$ cat config.mk
export PLATFORM = sky130hd
export DESIGN_NAME = down_timer
export DESIGN_NICKNAME = d
export VERILOG_FILES = /design/src/rtl/down_timer.sv
export SDC_FILE = /design/constraint.sdc
export NUM_CORES = 1
export LEC_CHECK = 0
export ABC_AREA = 1
export CAP_MARGIN = 20
export CORE_MARGIN = 4
export CORE_UTILIZATION = 45
export CTS_BUF_LIST = sky130_fd_sc_hd__clkbuf_8
export DETAILED_ROUTE_END_ITERATION = 6
export PLACE_DENSITY = 0.72
export SLEW_MARGIN = 0
export SYNTH_ARGS = -nofsm -noshare
export SYNTH_HDL_FRONTEND = slang
export SYNTH_SLANG_ARGS = --single-unit
$ cat constraint.sdc
create_clock -name clk -period 1.8 [get_ports clk]
set_clock_uncertainty 0.05 [all_clocks]
set_input_delay 0.36 -clock clk [delete_from_list [all_inputs] [get_ports clk]]
set_output_delay 0.36 -clock clk [all_outputs]
set_load 0.1 [all_outputs]
$ cat src/rtl/down_timer.sv
// -----------------------------------------------------------------------------
// down_timer
//   Loadable, pausable down-counting timer. Counts from a programmed value to 0
//   and pulses tc while showing 0 in RUN. At 0 it then either stops in DONE or
//   auto-reloads and keeps running. Typical uses are a one-shot delay or a
//   periodic tick. With auto_reload and a load value of 2**WIDTH-1, tc repeats
//   every 2**WIDTH cycles.
//
// Ports
//   clk          in   1      single clock, all state updates on posedge
//   reset        in   1      synchronous, active-high reset
//   load         in   1      capture load_val into count and reload register,
//                            abort to IDLE
//   load_val     in   WIDTH  value to load
//   start        in   1      begin counting (accepted in IDLE or DONE only)
//   pause        in   1      level: hold count while high (RUN <-> PAUSED)
//   auto_reload  in   1      level: on reaching 0, reload instead of stopping
//   count        out  WIDTH  current count (registered)
//   tc           out  1      terminal count (registered)
//   busy         out  1      high in RUN or PAUSED
//   done         out  1      high in DONE
// -----------------------------------------------------------------------------
module down_timer #(
  parameter int WIDTH = 4
) (
  input  logic             clk,
  input  logic             reset,
  input  logic             load,
  input  logic [WIDTH-1:0] load_val,
  input  logic             start,
  input  logic             pause,
  input  logic             auto_reload,
  output logic [WIDTH-1:0] count,
  output logic             tc,
  output logic             busy,
  output logic             done
);

  typedef enum logic [1:0] {
    IDLE   = 2'd0,
    RUN    = 2'd1,
    PAUSED = 2'd2,
    DONE   = 2'd3
  } state_t;

  state_t           state;
  state_t           next_state;
  logic [WIDTH-1:0] next_count;
  logic [WIDTH-1:0] reload_reg;

  // Next-state and next-count decode. Priority below reset is
  // load > start > pause > counting. Start is only honoured in IDLE or DONE;
  // in RUN/PAUSED it falls through to the normal run/pause handling. The
  // count never wraps: reaching 0 is resolved by either reloading or
  // stopping in DONE.
  always_comb begin
    next_state = state;
    next_count = count;
    if (load) begin
      next_state = IDLE;
      next_count = load_val;
    end else if (start && (state == IDLE || state == DONE)) begin
      next_state = RUN;
      if (state == DONE) begin
        next_count = reload_reg;
      end
    end else begin
      case (state)
        RUN: begin
          if (pause) begin
            next_state = PAUSED;
          end else if (count != '0) begin
            next_count = count - 1'b1;
          end else if (auto_reload) begin
            next_count = reload_reg;
          end else begin
            next_state = DONE;
          end
        end
        PAUSED: begin
          if (!pause) begin
            next_state = RUN;
          end
        end
        default: begin
          next_state = state;
        end
      endcase
    end
  end

  // State, count, reload register and tc. tc is computed from the values
  // being registered, so it is high exactly in the cycles where RUN shows 0.
  // That single rule also covers the zero-load and paused-at-zero cases.
  always_ff @(posedge clk) begin
    if (reset) begin
      state      <= IDLE;
      count      <= '0;
      reload_reg <= '0;
      tc         <= 1'b0;
    end else begin
      state <= next_state;
      count <= next_count;
      tc    <= (next_state == RUN) && (next_count == '0);
      if (load) begin
        reload_reg <= load_val;
      end
    end
  end

  assign busy = (state == RUN) || (state == PAUSED);
  assign done = (state == DONE);

endmodule

* Yosys cells after proc, flatten, opt, wreduce, memory -nomap -nowiden
Index checks and enable logic that the tools add are counted. Widths: inputs -> output; s select.
Storage, ports and cells: flip-flop bits (word level) 11, input port bits 10, output and inout bits 7
Operators by class: add/subtract/negate cells 1, equality and inequality tests 4, muxes and demuxes 14, reductions and logical operators 7
Operator list (number):
- $mux 4 | 7
- $mux 2 | 6
- $eq 2x1->1 const B | 2
- $eq 2x2->1 const B | 2
- $logic_not 4->1 | 1
- $pmux 2 s2 | 1
- $reduce_bool 4->1 | 1
- $sub 4x1->4 const B | 1
- $logic_and 1x1->1 | 2
- $logic_not 2->1 | 1
- $logic_or 1x1->1 | 2

* Longest topological paths before layout
depth in word-level cells 8, mapped depth 14

* Worst setup path after synthesis
Ideal clock, no wire load.
kind register to register, from register count[0], to register tc, library setup time 110 ps, arrival time 2134 ps, path slack -494 ps, cell stages (with the launch flop) 15, buffers on the path 0, period minus slack after synthesis 2294 ps, cell sequence dfxtp_1 inv_1 ha_1 inv_1 nor2_1 nor2_1 nand2_1 o21ai_1 nand2_1 nand2_1 nand2_1 nand2_1 nand2_1 nand2_1 nor2_1
Between the ends: longest elaborated chain between the ends 8, elaborated cells between the ends (all ways) 17
RTL lines:
- start, declared | line 33 | output logic [WIDTH-1:0] count,
- start signal, assigned | line 103 | count <= next_count;
- $sub 4x1->4, or another cell as far along | line 73 | next_count = count - 1'b1;
- $mux 4 or $mux 2 (tied branches) | line 72 | end else if (count != '0) begin
- $mux 4 or $mux 2 (tied branches) | line 70 | if (pause) begin
- $mux 4 or $pmux 2 s2 (tied branches) | line 68 | case (state)
- $mux 4 or $mux 2 (tied branches) | line 62 | end else if (start && (state == IDLE || state == DONE)) begin
- $mux 4 or $mux 2 (tied branches) | line 59 | if (load) begin
- $logic_not 4->1 or $eq 2x1->1 (tied branches) | line 104 | tc <= (next_state == RUN) && (next_count == '0);
- $logic_and 1x1->1 (*) | line 104
- end signal, assigned | line 104
- end, declared | line 34 | output logic tc,
Every way passes the cells marked *; elsewhere a longest branch is shown, timed or not. A chain may end at the register's enable or synchronous reset.

* Final worst setup path
from register state[0], to register tc
Between the ends: longest elaborated chain between the ends 8, elaborated cells between the ends (all ways) 20
RTL lines:
- start, declared | line 46 | state_t state;
- start signal, assigned | line 102 | state <= next_state;
- $mux 2 | line 74 | end else if (auto_reload) begin
- $mux 2 | line 72
- $mux 2 | line 70
- $pmux 2 s2 | line 68
- $mux 2 | line 62
- $mux 2 | line 59
- $eq 2x1->1 | line 104
- $logic_and 1x1->1 (*) | line 104
Marks and branches as above.

==> impl_metrics.xml <==
<?xml version="1.0" encoding="UTF-8"?>
<metrics>
  <group name="routing">
    <metric name="drcViolationCount" unit="">0</metric>
    <metric name="drt-vias-per-instance" unit="">5.307</metric>
    <metric name="detailedRoute.firstPassIterationCount" unit="">4</metric>
    <metric name="route.vias.total" unit="">865</metric>
    <metric name="routed_wl" unit="um">1988</metric>
    <metric name="postRouteAntennaNets" unit="">0</metric>
    <metric name="dr.first_iter.drc_count" unit="">22</metric>
    <metric name="detail_route.wl_per_cell" unit="um">12.20</metric>
  </group>
  <group name="yosys">
    <metric name="post_synth.cell_area_avg" unit="um^2">6.225</metric>
    <metric name="synthesis.area" unit="um^2">765.7</metric>
    <metric name="postSynthCellCount" unit="">123</metric>
    <metric name="synth.net_count" unit="">137</metric>
    <metric name="area_share_of_the_largest_cell_type_after_synthesis" unit="%">28.76</metric>
    <metric name="share_of_synthesized_area_occupied_by_flip_flops_and_latches" unit="%">28.76</metric>
    <metric name="synth.largest_area_cell" unit="">dfxtp_1</metric>
    <metric name="count_of_flip_flops_with_a_built_in_enable_after_synthesis" unit="">0</metric>
    <metric name="synth_seq_cells" unit="">11</metric>
    <metric name="async_reset_ff_share" unit="%">0</metric>
    <metric name="synth_top_cells_by_area" unit="">dfxtp_1 (29%), nand2_1 (22%), inv_1 (6.9%), ha_1 (6.5%), a21oi_1 (5.9%)</metric>
    <metric name="ys_types" unit="">22</metric>
    <metric name="synth_flop_cell" unit="">dfxtp_1</metric>
    <metric name="yosys_warnings" unit="">0</metric>
  </group>
  <group name="finish">
    <metric name="num-nets-final" unit="">162</metric>
    <metric name="sequential_cell_area" unit="um^2">230.2</metric>
    <metric name="fillers" unit="">125</metric>
    <metric name="final_common_cell" unit="">nand2_1</metric>
    <metric name="areaGrowthSynthToFinish" unit="%">48.53</metric>
    <metric name="finish.utilization" unit="%">72.95</metric>
    <metric name="multi_input_comb_area" unit="um^2">503.0</metric>
    <metric name="antennaDiodeCount" unit="">0</metric>
    <metric name="share_of_post_route_cells_with_drive_strength_above_1" unit="%">23.81</metric>
    <metric name="mostFrequentLayoutCells" unit="">nand2_1 (44), inv_1 (13), nor2_1 (9), nand3_1 (9), clkdlybuf4s50_1 (9)</metric>
  </group>
  <group name="clock_network">
    <metric name="insertion_delay" unit="ns">0.23</metric>
    <metric name="clock-sinks" unit="">11</metric>
    <metric name="cts.htree.levels" unit="">1</metric>
    <metric name="root_buffer" unit="">clkbuf_8</metric>
    <metric name="tritoncts.num_buffers" unit="">3</metric>
    <metric name="cts.reportedPaths.clkPinSlew" unit="ns">0.05</metric>
    <metric name="cts_tree" unit="">built</metric>
    <metric name="clock_path_buffers" unit="">2</metric>
  </group>
  <group name="sta">
    <metric name="worst-slew-pin-transition" unit="ns">0.3123</metric>
    <metric name="slew_violations" unit="">0</metric>
    <metric name="hold_viol_final" unit="">0</metric>
    <metric name="finalWorstSetupSlack" unit="ns">0.09756</metric>
    <metric name="max_slew_headroom" unit="%">79.11</metric>
    <metric name="period_needed" unit="ns">1.702</metric>
    <metric name="fin_hold_ws" unit="ns">0.4341</metric>
    <metric name="timing.setup.tns" unit="ns">0</metric>
    <metric name="finalCritPeriodShare" unit="%">94.58</metric>
    <metric name="finalSetupViolCount" unit="">0</metric>
    <metric name="fmax" unit="MHz">587.4</metric>
  </group>
  <group name="status">
    <metric name="status" unit="">complete, no violations</metric>
  </group>
  <group name="power_and_ir_drop">
    <metric name="relative_contribution_of_sequential_cells_to_total_power" unit="%">35.9</metric>
    <metric name="pwr-share-clk" unit="%">31.1</metric>
    <metric name="power_report.internal_total" unit="W">0.0005076</metric>
    <metric name="sw_frac_of_total" unit="%">33.68</metric>
    <metric name="power.leakage" unit="nW">0.5340</metric>
    <metric name="power.ir.vdd_worst" unit="mV">0.5331</metric>
    <metric name="power.density" unit="mW/mm^2">672.9</metric>
    <metric name="power.net_switching" unit="W">0.0002578</metric>
    <metric name="power_frac_comb" unit="%">33.0</metric>
  </group>
  <group name="placement">
    <metric name="place_hpwl" unit="um">1584</metric>
    <metric name="place_congestion" unit="">0.8382</metric>
    <metric name="buffer_ports.inserted" unit="">16</metric>
    <metric name="pre_cts_ws" unit="ns">-0.1224</metric>
  </group>
  <group name="critical_path">
    <metric name="critical_path.reg2reg.startpoint" unit="">state[0]$_SDFF_PP0_</metric>
    <metric name="worstSetupStartpoint" unit="">state[0]$_SDFF_PP0_</metric>
    <metric name="critical_path.max_stage_delay" unit="ns">0.37</metric>
    <metric name="critPathCapture" unit="">tc$_SDFF_PP0_</metric>
    <metric name="end_kind" unit="">flip-flop</metric>
    <metric name="rr_endpoint" unit="">tc$_SDFF_PP0_</metric>
    <metric name="crit_path_cell_trace" unit="">inv_2, ha_4, nand2_2, o31ai_1, inv_1, a21boi_2, nand3_1, nor2_1</metric>
    <metric name="critPathRequiredTime" unit="ns">1.92</metric>
    <metric name="ff2ff_setup_slack" unit="ns">0.1</metric>
    <metric name="crit_path_start_kind" unit="">flip-flop</metric>
    <metric name="cp_data_arrival_time" unit="ns">1.83</metric>
    <metric name="critPathMaxFanout" unit="">5</metric>
    <metric name="critical-path-slowest-cell" unit="">dfxtp_2</metric>
    <metric name="worst-r2r-cell-count" unit="">8</metric>
    <metric name="worstSetupPathType" unit="">flip-flop to flip-flop</metric>
  </group>
  <group name="floorplan">
    <metric name="core" unit="mm^2">0.001559</metric>
    <metric name="fp-row-count" unit="">14</metric>
    <metric name="die_x" unit="um">49.25</metric>
    <metric name="fp.dieArea" unit="mm^2">0.002426</metric>
    <metric name="floorplan.io_pins" unit="">17</metric>
    <metric name="dieHeight" unit="um">49.25</metric>
    <metric name="initial_util" unit="%">49.12</metric>
  </group>
  <group name="hold_path">
    <metric name="hold_path.class" unit="">flip-flop to flip-flop</metric>
  </group>
  <group name="global_routing">
    <metric name="overflow" unit="">0</metric>
    <metric name="grt_pass1_vias" unit="">719</metric>
    <metric name="first_pass_grt_wire_length" unit="um">3132</metric>
    <metric name="grt_antenna_before_repair" unit="">0</metric>
    <metric name="maximum_number_of_pins_on_one_net_before_global_route_repair" unit="">10</metric>
    <metric name="globalRouteTotalUtil" unit="%">16.58</metric>
  </group>
  <group name="flow_run">
    <metric name="cap_viol_max_count" unit="">0</metric>
  </group>
</metrics>
[repair_timing]
item	in CTS	in global routing
gates resized for setup	0	3
endpoints found under the setup margin	0	1
setup buffers	0	0
hold buffers	0	0
[through the flow]
step                      total power [W]  instance area (um^2)  std cells
after global placement          0.0005223                  1082        159
after floorplan                 0.0004320                 799.5        123
final                           0.0007653                  1137        163
after global routing            0.0008001                  1137        163
after detailed placement        0.0005260                  1082        159
after CTS                       0.0007609                  1127        163
[metal layers]
| layer | vias to the layer above | GRT usage [%] | part of all wire, % |
|---|---|---|---|
| met5 | - | 0 | 0 |
| met4 | 0 | 7.109 | 2.1 |
| met3 | 7 | 2.141 | 5.1 |
| met2 | 29 | 27.90 | 49 |
| met1 | 382 | 20.93 | 44 |
| li1 | 447 | - | - |
[Yosys cell counts (2+ instances only)]
library cell,number
nand2_1,44
inv_1,14
dfxtp_1,11
a21oi_1,9
nand3_1,9
nor2_1,9
ha_1,4
o21ai_0,4
inv_2,3
o22ai_1,3
o31ai_1,2
[worst min path at each step]
stage / cells after the start / startpoint / slack, ns / to
detailed placement: 2 / reload_reg[3]$_SDFFE_PP0P_ / 0.42 / reload_reg[3]$_SDFFE_PP0P_
CTS: 2 / reload_reg[3]$_SDFFE_PP0P_ / 0.43 / reload_reg[3]$_SDFFE_PP0P_
floorplan: 2 / reload_reg[3]$_SDFFE_PP0P_ / 0.40 / reload_reg[3]$_SDFFE_PP0P_
global route: 2 / reload_reg[3]$_SDFFE_PP0P_ / 0.45 / reload_reg[3]$_SDFFE_PP0P_
finish: 2 / reload_reg[3]$_SDFFE_PP0P_ / 0.43 / reload_reg[3]$_SDFFE_PP0P_
global placement: 2 / reload_reg[3]$_SDFFE_PP0P_ / 0.42 / reload_reg[3]$_SDFFE_PP0P_
[cell type report]
| cell class | instances | share of cell area [%] |
|---|---|---|
| timing repair buffer | 21 | 23.54 |
| clock inverter | 1 | 0.3300 |
| multi-input combinational | 93 | 44.22 |
| inverter | 18 | 6.271 |
| sequential | 11 | 20.24 |
| tap | 16 | 1.760 |
| clock buffer | 3 | 3.630 |
[cells by family after synthesis]
logic type / after synthesis / share of synthesized area, %
AND/OR/NAND/NOR: 68 / 39.54
AO/OA/AOI/OAI: 21 / 15.69
buffers and inverters: 19 / 9.476
flip-flops: 11 / 28.76
adder cells (fa/ha/maj): 4 / 6.536
[power groups by stage]
stage	clock network, W	logic, W	registers [W]
2_1_floorplan	0	0.000113	0.000319
3_3_place_gp	0	0.000243	0.000280
3_5_place_dp	0	0.000247	0.000279
4_1_cts	0.000238	0.000248	0.000274
5_1_grt	0.000251	0.000273	0.000276
6_report	0.000238	0.000253	0.000275
[critical path, delay by kind of cell (launching register included)]
| kind | cells | cell delay (ns) |
|---|---|---|
| simple gates | 3 | 0.28 |
| fa+ha+maj | 1 | 0.29 |
| flops | 1 | 0.37 |
| compound gates | 2 | 0.49 |
| buf+inv | 2 | 0.17 |
Note: power is estimated with default switching activity, not from simulation.
